$ cat config.mk
export PLATFORM = sky130hd
export DESIGN_NAME = neuron_feeder
export DESIGN_NICKNAME = d
export VERILOG_FILES = /design/src/rtl/neuron_feeder.sv
export SDC_FILE = /design/constraint.sdc
export NUM_CORES = 1
export LEC_CHECK = 0
export ABC_AREA = 1
export BUFFER_PORTS_ARGS = -buffer_cell sky130_fd_sc_hd__clkbuf_2
export CAP_MARGIN = 10
export CORE_MARGIN = 10
export CORE_UTILIZATION = 61
export CTS_CLUSTER_DIAMETER = 80
export DETAILED_ROUTE_END_ITERATION = 8
export HOLD_SLACK_MARGIN = 0.1
export PLACE_DENSITY_LB_ADDON = 0.12
export SYNTH_ARGS = -nofsm -noshare
export SYNTH_HDL_FRONTEND = slang
export SYNTH_SLANG_ARGS = --single-unit
$ cat constraint.sdc
create_clock -name clk -period 4.05 [get_ports clk]
set_clock_uncertainty 0.2 [all_clocks]
set_input_delay 0.405 -clock clk [delete_from_list [all_inputs] [get_ports clk]]
set_output_delay 0.405 -clock clk [all_outputs]
set_load 0.005 [all_outputs]
$ cat src/rtl/neuron_feeder.sv
// Pair buffer and sequencer that drives a neuron_Nbits instance: clears the
// accumulator, streams K buffered (W, X) pairs, then returns the ReLU output.
module neuron_feeder #(
  parameter int N      = 18,
  parameter int DEPTH  = 16,
  parameter int ADDR_W = 4
) (
  input  logic              clk,
  input  logic              rst,
  input  logic              load_valid,
  output logic              load_ready,
  input  logic [N-1:0]      load_w,
  input  logic [N-1:0]      load_x,
  input  logic              buf_clr,
  input  logic [ADDR_W:0]   len,
  input  logic              start,
  output logic              err,
  output logic              busy,
  output logic [N-1:0]      n_w,
  output logic [N-1:0]      n_x,
  output logic              n_en,
  output logic              n_rst_n,
  input  logic [N-1:0]      n_out,
  output logic [N-1:0]      res_data,
  output logic              res_valid,
  input  logic              res_ready
);

  typedef enum logic [2:0] {IDLE, CLEAR, STREAM, SETTLE, RESULT} state_t;

  localparam logic [ADDR_W:0] FULL = (ADDR_W+1)'(DEPTH);

  state_t              state, state_nxt;
  logic [N-1:0]        wbuf [DEPTH];
  logic [N-1:0]        xbuf [DEPTH];
  logic [ADDR_W:0]     cnt;
  logic [ADDR_W:0]     k;
  logic [ADDR_W-1:0]   rd_ptr;
  logic                start_ok;
  logic                load_fire;
  logic                last;

  assign start_ok  = (len != '0) && (len <= cnt);
  assign load_fire = load_valid && load_ready;
  assign last      = ({1'b0, rd_ptr} == (k - 1'b1));

  always_comb begin
    state_nxt = state;
    unique case (state)
      IDLE:    if (start && start_ok) state_nxt = CLEAR;
      CLEAR:   state_nxt = STREAM;
      STREAM:  if (last) state_nxt = SETTLE;
      SETTLE:  state_nxt = RESULT;
      RESULT:  if (res_ready) state_nxt = IDLE;
      default: state_nxt = IDLE;
    endcase
  end

  always_comb begin
    busy       = (state != IDLE);
    load_ready = (state == IDLE) && (cnt < FULL) && !start && !buf_clr && !rst;
    n_en       = (state == STREAM);
    n_w        = n_en ? wbuf[rd_ptr] : '0;
    n_x        = n_en ? xbuf[rd_ptr] : '0;
    // Neuron accumulator is held clear for the whole of our own reset too.
    n_rst_n    = !(rst || (state == CLEAR));
  end

  always_ff @(posedge clk) begin
    if (rst) begin
      state     <= IDLE;
      cnt       <= '0;
      k         <= '0;
      rd_ptr    <= '0;
      res_data  <= '0;
      res_valid <= 1'b0;
      err       <= 1'b0;
    end else begin
      state <= state_nxt;
      err   <= (state == IDLE) && start && !start_ok;

      if ((state == IDLE) && buf_clr) cnt <= '0;
      else if (load_fire)             cnt <= cnt + 1'b1;

      if ((state == IDLE) && start && start_ok) k <= len;

      unique case (state)
        CLEAR:   rd_ptr <= '0;
        STREAM:  rd_ptr <= rd_ptr + 1'b1;
        SETTLE: begin
          res_data  <= n_out;
          res_valid <= 1'b1;
        end
        RESULT:  if (res_ready) res_valid <= 1'b0;
        default: ;
      endcase
    end
  end

  // Pair storage carries no reset; cnt alone defines which entries are live.
  always_ff @(posedge clk) begin
    if (load_fire) begin
      wbuf[cnt[ADDR_W-1:0]] <= load_w;
      xbuf[cnt[ADDR_W-1:0]] <= load_x;
    end
  end

endmodule

==> results list, run 1 <==
* Routability-driven placement congestion ratio: 0.791
- In the routed design, unresolved DRC markers number 0.
- In this run the number of H-tree levels came out at 2.
- CP arrival: roughly 3.2 ns
- Total power per unit cell area: a little under 500 nW/um^2
- The floorplan step defined a core boundary enclosing 39600 um^2.
- The worst register-to-register path has a setup slack of around 1.1 ns.
- GRT Util Overall: between 20% and 30%
* Worst setup path class: flop to primary output
- TritonCTS created 58 clock buffers.
- At the pin with the least slew margin, the transition time is 0.973 ns.
- Yosys mapped the design onto 31 distinct sky130hd cell types.
- Postcts setup bufs: 0
* Count of final max-slew check failures: 0
- Leaving out fill and tap cells, the most frequent cell in the layout is edfxtp_1.
* Iteration-0 DRC Markers: between 1.5k and 2k
- Headroom to the max-slew limit came out at between 30% and 40%.
- Slowest Stage Delay on Critical Path: about 0.73 ns
- Global route overflow: 0
* Number of flops mapped to enable cells by yosys: around 580
- Once layout is complete, the utilization of the core stands at a little under three quarters.
* Startpoint Class: flop
- TritonCTS built the clock tree.
* Sequential element share of the synthesized area: 74.2%
- After layout, the worst path uses a little over nine tenths of the clock period.
- From bottom edge to top edge, the die measures between 200 and 250 um.
- Die X-Extent: about 220 um
- Total vias in the final route: approximately 16k
- Most frequent cells in the layout: 576 x edfxtp_1, 419 x nor2_1, 289 x o21ai_0, 124 x clkbuf_2, 107 x o211ai_1
- Maximum root-to-sink buffer count: 3
* Fmax achieved: around 0.26 GHz
- Relative to the synthesized area, the layout overhead comes to 15.1%.
- After synthesis the netlist holds a flip-flop and latch count of just over 600.
* Cell-by-cell listing of the critical path: buf_12, o21ai_0, o221ai_1, nand3_1, a21oi_1, clkbuf_2
- The layout has between 2k and 3k filler cells.
- The worst register-to-register path begins at state[1].
* Diode count: 0
- Using the TritonRoute via totals, the vias-per-cell ratio works out to around 6.1.
- Of all nets on the critical path, the largest fanout is 169.
* Initial antenna violation count: 1
- Max VDD drop: between 300 and 400 uV
- Final number of setup-violating endpoints: 0
- Count of TritonRoute iterations in the first routing pass: 5
- Setup total negative slack on the finished layout was measured at 0 ns.
- Entering global routing, the biggest net connects 170 pins.
- Netlist area before placement: roughly 24000 um^2
- In this run the remaining antenna-violating nets after routing total 0.
- Cell count after synthesis: around 1.9k
* Die area: roughly 48000 um^2
- Max-capacitance violation count: 0
- Fraction of final layout cells with drive strength greater than 1: 13.3%
- Number of endpoints with negative hold slack in the final report: 0
- Mean cell area of the mapped netlist: between 10 and 15 um^2
* Via count of the first global-routing pass: 15.7k
- For this configuration, the core starts out at a cell density of around three fifths.
- For this run, the post-layout net count is 2140.
- The count of buffers added on input and output ports is between 100 and 150.
- Total I/O pin count: around 130
- At the worst endpoint, the required time is around 3.4 ns.
- Commonest register cell after synthesis: edfxtp_1
- The startpoint identified for the worst hold timing path is buf_clr.
* Routed length per instance: about 23 um
* Worst min-delay path class: input port to flop
- Mapped Nets: ~2.0k
* TritonCTS sink count: about 620
* Clock tree root driver cell: clkbuf_16
- Detailed placement finished with a half-perimeter wire length of between 30 and 40 mm.
- Total detailed-routing wirelength: approximately 60 mm
- Worst-path clk slew: approximately 0.06 ns
* Cell type of the slowest stage on the worst timing path: dfxtp_4
- Insertion delay to the later sink of the worst-skew pair: 0.61 ns
- Shortest clock period the worst path allows after layout: 3.83 ns
* Lkg Pwr: 0.00947 uW
- For this run, asynchronously set or reset flops after synthesis account for 0%.
* Capturing element type of the critical path: primary output
- The Yosys step of the flow raised 0 warnings.
- Wire length of the first global-routing pass: just over 90 mm
- After floorplanning, the core was divided into 73 placement rows.
- RSZ-0062 raised after global routing: no
- Status: completed
## worst paths after layout
check                   end  cells after the start
setup / recovery    n_w[14]                      6
hold / removal       cnt[0]                      4
setup reg to reg  res_valid                      5
hold reg to reg      cnt[4]                      2
## stage by stage
step / total power [uW] / cell area [um^2] / hold slack, ns / worst slack, ns / cells
after detailed placement: 8570 / 25600 / 0.255 / 0.953 / 2463
after global placement: 8530 / 25600 / 0.253 / 0.951 / 2463
after global routing: 14200 / 28100 / 0.261 / 0.115 / 2634
after CTS: 13700 / 28100 / 0.169 / 0.303 / 2634
after floorplan: 8140 / 24400 / 0.255 / 0.737 / 1902
final: 13700 / 28100 / 0.201 / 0.224 / 2634
## where the power goes
part           internal [uW]  switching [uW]  leakage [uW]
logic                    445             989       0.00306
clock network           2920            2280      0.000898
registers               7010            61.8       0.00551
## kinds of logic (layout without fill, tap and decap cells)
group | Yosys count | in the layout | share of synthesized area [%]
AND/OR/NAND/NOR | 550 | 550 | 8.92
flip-flops | 617 | 617 | 74.2
adder cells (fa/ha/maj) | 11 | 11 | 0.564
AO/OA/AOI/OAI | 548 | 548 | 13.1
buffers and inverters | 176 | 383 | 3.23
## area by class of cell
cell class	instances	area (um^2)	share of cell area, %
inverter	50	198	0.703
tap	525	657	2.34
sequential	617	18100	64.5
clock buffer	68	1520	5.40
clock inverter	37	293	1.04
multi-input combinational	1109	5630	20.0
timing repair buffer	228	1680	5.97
## Yosys cell counts (9+ instances only)
| master | instances | area (um^2) |
|---|---|---|
| edfxtp_1 | 576 | 17300 |
| nor2_1 | 434 | 1630 |
| o21ai_0 | 289 | 1450 |
| o211ai_1 | 107 | 803 |
| clkbuf_1 | 77 | 289 |
| nand2_1 | 58 | 218 |
| a21oi_1 | 50 | 250 |
| nand3_1 | 47 | 235 |
| inv_1 | 42 | 158 |
| dfxtp_1 | 41 | 821 |
| o221ai_1 | 37 | 324 |
| buf_2 | 32 | 160 |
| o21ai_1 | 31 | 155 |
| o22ai_1 | 30 | 188 |
| ha_1 | 11 | 138 |
| buf_6 | 9 | 101 |
## worst max-delay path, delay by kind of cell, from the launching register on
kind,cells,cell delay (ns)
and+or+nand+nor,1,0.11
DFF,1,0.73
AOI/OAI and AO/OA,3,0.82
buffers and inverters,2,0.69
## registers in the layout (all words and copies together), names as in the netlist, named ones only
name / count
cnt: 5
err: 1
k: 5
rd_ptr: 4
res_data: 18
res_valid: 1
state: 3
wbuf: 288
xbuf: 288
## routing by layer
metal | vias to the layer above | GRT usage, % | part of all wire, %
li1 | 7348 | - | -
met1 | 7881 | 33.4 | 40
met2 | 685 | 40.8 | 49
met3 | 126 | 3.72 | 7.8
met4 | 2 | 8.47 | 2.7
met5 | - | 0 | 0.015
## timing repair
action	4_1_cts	5_1_grt
hold endpoints to repair	614	0
gates resized for setup	0	0
hold buffers	66	0
Power figures use the tool's default switching activity.
==> run 2: changes to the inputs <==
CELL_PAD_IN_SITES_DETAIL_PLACEMENT = 2   (was default)
CELL_PAD_IN_SITES_GLOBAL_PLACEMENT = 2   (was default)
CORE_UTILIZATION = 43   (was 61)
==> run 2 against run 1 <==
Net effect:
- flip-flop and latch count is the same
- wire length grew 40%
- non-clock buffer count grew 8
- sequential power is essentially flat
- worst hold slack lost 0.0092 ns
- final area grew 2.4%
- global-route usage grew 0.16 points
- sequential share of layout area shrank 1.5 points
- combinational power grew 14%
- clock-buffer cell count grew 22
- critical endpoint is now n_x[1]
- largest cell class unchanged
==> results list, run 2 (synthesis gave the netlist of run 1 again) <==
- The run finished with clean final reports.
- In the final design database the tool counted approximately 2.2k nets.
- Startpoint Class: flop
- Required @ worst endpoint: 3.44 ns
* Insertion delay to the later sink of the worst-skew pair: approximately 0.6 ns
* Most common cell after layout, fill and taps aside: edfxtp_1
- GRT Util Overall: 25.0%
- R2R cell count: 10
- Capture point of the worst reg-to-reg path: xbuf[9][2]
* Share of the clock period used by the worst path after layout: about 93%
- Core Area: 56300 um^2
- Cells on Worst Hold Path: 6
- FF-to-FF setup slack: roughly 0.96 ns
- Shortest clock period the worst path allows after layout: ~3.8 ns
* Count of TritonRoute iterations in the first routing pass: 5
- Routed length per instance: about 29 um
* Total vias in the final route: ~17k
* RSZ-0062 raised after global routing: no
- Pin placement for this block handled approximately 130 I/O pins.
- TritonCTS built the clock tree.
* CTS H-tree depth: 3
- Detailed route wirelength on metal2: 43.0 mm
* Beginning of the worst hold path: buf_clr
- Setup slack on the critical path of the routed design comes to 0.287 ns.
- Worst-case hold slack: ~0.19 ns
- Uppermost signal routing layer after detailed routing: met4
- In the final layout, the share of cells above drive strength 1 is roughly 14%.
- Max-capacitance violation count: 0
- After clock tree synthesis, the clock-pin slew on the worst setup and hold paths is around 0.06 ns.
- Total power per unit cell area: approximately 510 nW/um^2
- Number of endpoints with negative hold slack in the final report: 0
- In this run the critical register-to-register path is launched from state[0].
- Design Power: about 15000 uW
* Worst min-delay path class: input port to flop
* Routability-driven placement congestion ratio: 0.747
- The die covers roughly 67000 um^2.
* Die X-Extent: 258 um
- Capturing element type of the critical path: primary output
- Aggregate negative setup slack: 0 ns
- Initial antenna violation count: 5
* DR WL met3: 3.86 mm
- Routed met1 length: around 35 mm
- For hold timing, the worst endpoint is cnt[1].
- Including well taps, the total number of placed cells is 2703.
* Slew of the pin with the lowest slew margin: 1.10 ns
* Layout-stage area growth over the synthesis result: 17.9%
* Worst slew slack as a fraction of its limit: 26.0%
* Via count of the first global-routing pass: about 19k
- The clock net in this run drives a total of about 620 sinks.
- Final number of setup-violating endpoints: 0
- Total detailed-routing wirelength: between 80 and 90 mm
- The number of gates resized after CTS was 0.
* Count of final max-slew check failures: 0
* Fmax achieved: 0.266 GHz
- Vias per inst: roughly 5.9
- Leaving out fill and tap cells, the most frequent cells in the layout are 576 x edfxtp_1, 419 x nor2_1, 289 x o21ai_0, 124 x clkbuf_2, 107 x o211ai_1.
- The die is between 200 and 300 um tall.
* Detailed-placement wirelength estimate: about 45 mm
- Drt drc: 0
- Worst slack after detailed placement: between 1 and 1.5 ns
- In this run the core area contains 87 standard-cell rows.
- ANT nets after route: 0
- Worst setup path class: flop to primary output
- Wire length of the first global-routing pass: 125 mm
* Iteration-0 DRC Markers: around 1.7k
* Maximum number of pins on one net before global-route repair: approximately 140
- Starting density of the core: between 40% and 50%
* Buffers on Ports: roughly 120
- Global route overflow: 0
* Critical-path maximum fanout: 58
- Lkg Pwr: 0.00965 uW
- The clock passes through at most 3 buffers.
- Cts bufs inserted: roughly 70
* Clock tree root driver cell: clkbuf_16
* CP arrival: about 3.2 ns
* Max VDD drop: roughly 330 uV
- Non-filler cells in the finished layout: around 2.9k
==> run 2: cell types whose count changed in the layout (fill, tap and decap cells not counted), moves of 3 or more <==
| cell | delta |
|---|---|
| inv_6 | +3 |
| clkbuf_8 | -3 |
| clkbuf_16 | +13 |
| buf_4 | +4 |
| clkbuf_1 | +12 |
| buf_12 | +5 |
| diode_2 | +5 |
==> run 2: worst max path at each step <==
stage	from	to	slack, ns	depth (start not counted)
3_3_place_gp	flop	n_x[1]	1.08	6
2_1_floorplan	state[2]	wbuf[11][0]	0.74	9
5_1_grt	flop	n_x[1]	0.15	6
3_5_place_dp	flop	n_w[10]	1.01	7
6_report	flop	n_x[1]	0.29	6
4_1_cts	flop	n_x[1]	0.28	6
==> run 2: layer usage <==
metal | global-route usage (%) | vias to the layer above
li1 | - | 7406
met1 | 31.3 | 9004
met2 | 43.4 | 484
met3 | 3.97 | 154
met4 | 8.36 | 0
met5 | 0 | -
==> run 2: timing repair <==
item,in CTS,in global routing
buffers inserted,0,0
endpoints found under the hold margin,607,0
hold buffers,65,0
==> run 2: worst max-delay path, cell delays in order, from the launching register on <==
cell and delay, ns:
dfxtp_4 0.56, buf_4 0.64, o21ai_0 0.25, o221ai_1 0.31, nand3_1 0.14, a21oi_1 0.43, clkbuf_2 0.21
==> run 2: final cells by class <==
| class | instances | area, um^2 |
|---|---|---|
| Fill cell | 5388 | 27500 |
| Sequential cell | 617 | 18100 |
| Multi-Input combinational cell | 1109 | 5630 |
| Clock buffer | 90 | 1850 |
| Timing Repair Buffer | 236 | 1800 |
| Tap cell | 756 | 946 |
| Clock inverter | 32 | 218 |
| Inverter | 50 | 198 |
| Antenna cell | 5 | 12.5 |
==> run 2: report_power, final <==
group / leakage, uW / switching [uW] / internal (uW) / total (uW)
clock: 0.00102 / 2580 / 3350 / 5930
combinational: 0.00312 / 1150 / 480 / 1630
sequential: 0.00551 / 81.3 / 7010 / 7090
total: 0.00965 / 3810 / 10800 / 14600
==> run 2: through the flow <==
step	util, %	instance area (um^2)
finish	51.1	28800
CTS	51.1	28800
detailed placement	46.3	26100
global placement	46.3	26100
floorplan	-	24400
global route	51.1	28800
==> run 3: changes to the inputs <==
ABC_AREA = default   (was 1)
CORE_UTILIZATION = 48   (was 43)
==> run 3 against run 2 <==
Net effect:
- critical path depth unchanged
- flip-flop and latch count unchanged
- cell count decreased by 28%
- utilization increased by 6.5 points
- non-clock buffer count decreased by 14
- sequential power decreased by 1%
- clock-buffer cell count unchanged
- worst hold slack got worse by 0.082 ns
- highest routed layer is now met5
==> results list, run 3 <==
- Total power per unit cell area: between 400 and 500 nW/um^2
- No sink is reached through more buffers than the 3 on the longest clock path.
- Capture point of the worst reg-to-reg path: wbuf[1][14]
- The detail route stage leaves a number of antenna-violating nets equal to 0.
- Lkg Pwr: 0.00878 uW
- The routed design has about 73 mm of wire.
* Number of warnings issued by yosys: 0
* RSZ-0062 raised after global routing: no
- Netlist area before placement: ~24000 um^2
* Worst-path clk slew: around 0.06 ns
- After floorplanning, the core was sized to cover slightly below 50000 um^2.
- CP arrival: about 3.3 ns
- Buffers placed on the I/O ports in this run total around 120.
- Leaving out fill and tap cells, the most frequent cell in the layout is edfxtp_1.
- Once placement completed, the tool counted placed cells totaling ~1.9k.
* FF-to-FF setup slack: about 0.70 ns
- The final hold violation count is 0.
* Mean cell area of the mapped netlist: about 21 um^2
- Across all layers, the routed design uses approximately 13k vias.
- Sink of the worst hold path: wbuf[1][13]
* Iteration-0 DRC Markers: between 1k and 1.5k
* Die area: between 50000 and 60000 um^2
- Non-filler cells in the finished layout: a little over 2k
* Cell with the most instances after synthesis: edfxtp_1
* Count of final max-slew check failures: 0
* Max VDD drop: approximately 430 uV
- In the synthesized netlist, the cells that appear most often are 576 x edfxtp_1, 144 x mux4_2, 80 x mux2i_1.
- Worst slew slack as a fraction of its limit: between 30 and 40%
* Maximum number of pins on one net before global-route repair: 53
- In this run the most critical hold path is launched from load_w[13].
- Share of the clock period used by the worst path after layout: between 90% and 100%
* Placed instance area: approximately 25000 um^2
- Cell count after synthesis: between 1k and 1.5k
- The number of global-route vias before repair was between 10k and 15k.
* Starting density of the core: 48.5%
* Cts bufs inserted: 67
- Leading cell types by total area after synthesis: edfxtp_1 73%, mux4_2 14%, dfxtp_1 3.5%
- In this design, the stage delay of the slowest critical-path cell is 0.61 ns.
* Final non-filler cell area: between 20000 and 30000 um^2
- Routability-driven placement congestion ratio: ~0.72
- Routed length per instance: between 30 and 40 um
- At the worst endpoint, the required time is roughly 3.4 ns.
- Worst-case hold slack: roughly 0.11 ns
- Standard-cell rows: 81
* Mapped Nets: ~1.2k
* Insertion delay to the later sink of the worst-skew pair: approximately 0.60 ns
* Number of flops mapped to enable cells by yosys: 576
* Vias per inst: ~6.1
- Commonest register cell after synthesis: edfxtp_1
- Of all cell types, the one taking the most synthesized area is edfxtp_1.
- Counting flops with an async set or reset pin after synthesis yields a share of 0%.
- The synthesized netlist contains 42 unique library cells.
* Diode count: 0
* Design Power: about 14000 uW
- STA classifies the critical path endpoint as a primary output.
* Clock tree root driver cell: clkbuf_16
* Detailed-placement wirelength estimate: 39.1 mm
- TritonCTS built the clock tree.
* Global route overflow: 0
- GRT Util Overall: between 20% and 30%
* Launching point of the worst reg2reg path: state[1]
- Fraction of final layout cells with drive strength greater than 1: slightly below 30%
* Final net count: between 1k and 1.5k
- Die height: between 200 and 250 um
* Cell-by-cell listing of the critical path: inv_1, nor3_2, nand2_2, buf_4, o22ai_1, clkbuf_2
- Status: completed
- The worst setup path is launched from a flop.
* Count of TritonRoute iterations in the first routing pass: 5
* Cells on Worst Hold Path: 1
* Critical-path maximum fanout: 21
- Drt drc: 0
- Share of Yosys cell area claimed by the top area cell type: between 70% and 80%
- Most frequent cells in the layout: 576 x edfxtp_1, 144 x mux4_2, 124 x clkbuf_2, 80 x mux2i_1, 71 x clkbuf_16
* TritonCTS sink count: roughly 620
* Flip-flop and latch count after synthesis: between 600 and 700
- CTS H-tree depth: 3
- Final number of setup-violating endpoints: 0
- Based on the critical path, the design can be clocked at up to 0.257 GHz.
* Count of filler cells inserted in the layout: ~4.1k
- The min-delay analysis places its worst path in the category input port to flop.
* Slew of the pin with the lowest slew margin: slightly below 1 ns
* Layout-stage area growth over the synthesis result: 18.8%
- R2R cell count: 5
- Critical Path Source: state[1]
* Total I/O pin count: ~130
- Counting I/O delays and the setup requirement, the final critical path takes around 4 ns.
* Aggregate negative setup slack: 0 ns
- Max-capacitance violation count: 0
- The number of antenna violations at the first check in global routing was 2.
- Cell type of the slowest stage on the worst timing path: dfxtp_1
- The first global-routing pass estimated roughly 110 mm of wire.
- Of the synthesized area, sequential elements account for approximately three quarters.
* Die X-Extent: roughly 240 um
* Worst setup path class: flop to primary output
[run 3: cell count changes in the layout (fill, tap and decap cells not counted), moves of 45 or more]
cell / delta
mux2i_1: +80
nor2_1: -401
mux4_2: +144
o21ai_0: -285
o211ai_1: -106
nand3_1: -45
[run 3: kinds of logic (layout without fill, tap and decap cells)]
family | count (synthesis) | after routing | share of synthesized area [%]
XOR/XNOR | 9 | 9 | 0.333
AND/OR/NAND/NOR | 112 | 112 | 2.14
multiplexers | 224 | 224 | 17.1
flip-flops | 617 | 617 | 76.5
AO/OA/AOI/OAI | 79 | 79 | 2.01
adder cells (fa/ha/maj) | 11 | 11 | 0.581
buffers and inverters | 72 | 355 | 1.32
[run 3: how the worst max path moves through the flow]
| stage | to | slack [ns] | cells after the start |
|---|---|---|---|
| 4_1_cts | n_w[16] | 0.14 | 6 |
| 3_3_place_gp | n_w[16] | 0.87 | 6 |
| 2_1_floorplan | wbuf[10][0] | 0.39 | 6 |
| 6_report | n_x[13] | 0.16 | 6 |
| 3_5_place_dp | n_w[16] | 0.62 | 6 |
| 5_1_grt | n_x[13] | 0.006 | 6 |
[run 3: through the flow]
| stage | utilization (%) | setup slack [ns] |
|---|---|---|
| 2_1_floorplan | - | 0.390 |
| 4_1_cts | 57.6 | 0.141 |
| 5_1_grt | 57.6 | 0.00564 |
| 3_3_place_gp | 52.1 | 0.866 |
| 3_5_place_dp | 52.1 | 0.622 |
| 6_report | 57.6 | 0.164 |
[run 3: layout make-up]
class	instances	area [um^2]	share of cell area, %
inverters	12	45.0	0.160
clock buffers	90	1850	6.57
repair buffers	222	1680	5.99
multi-input cells	435	5380	19.1
well taps	664	831	2.95
flip-flops and latches	617	18100	64.4
clock inverters	31	215	0.765
[run 3: timing repair]
item,4_1_cts,5_1_grt
endpoints found under the setup margin,17,0
resized for setup,1,0
buffers inserted,0,0
hold buffers,61,0
endpoints found under the hold margin,562,0
[run 3: metal layers]
| metal | up-vias | share of wire, % | global-route usage (%) |
|---|---|---|---|
| met4 | 2 | 2.7 | 7.92 |
| met1 | 6845 | 40 | 31.4 |
| met2 | 448 | 52 | 43.5 |
| met5 | - | 0.018 | 0 |
| met3 | 122 | 4.6 | 4.45 |
| li1 | 5114 | - | - |
[run 3: where the power goes]
part	leakage (uW)	switching (uW)	internal, uW
clock network	0.00100	2600	3400
registers	0.00551	28.6	6980
logic	0.00227	371	308
[run 3: worst max-delay path, delay by kind of cell, from the launching register on]
kind | cells | cell delay [ns]
and+or+nand+nor | 2 | 0.98
DFF | 1 | 0.61
AOI/OAI and AO/OA | 1 | 0.23
buffers and inverters | 3 | 0.85
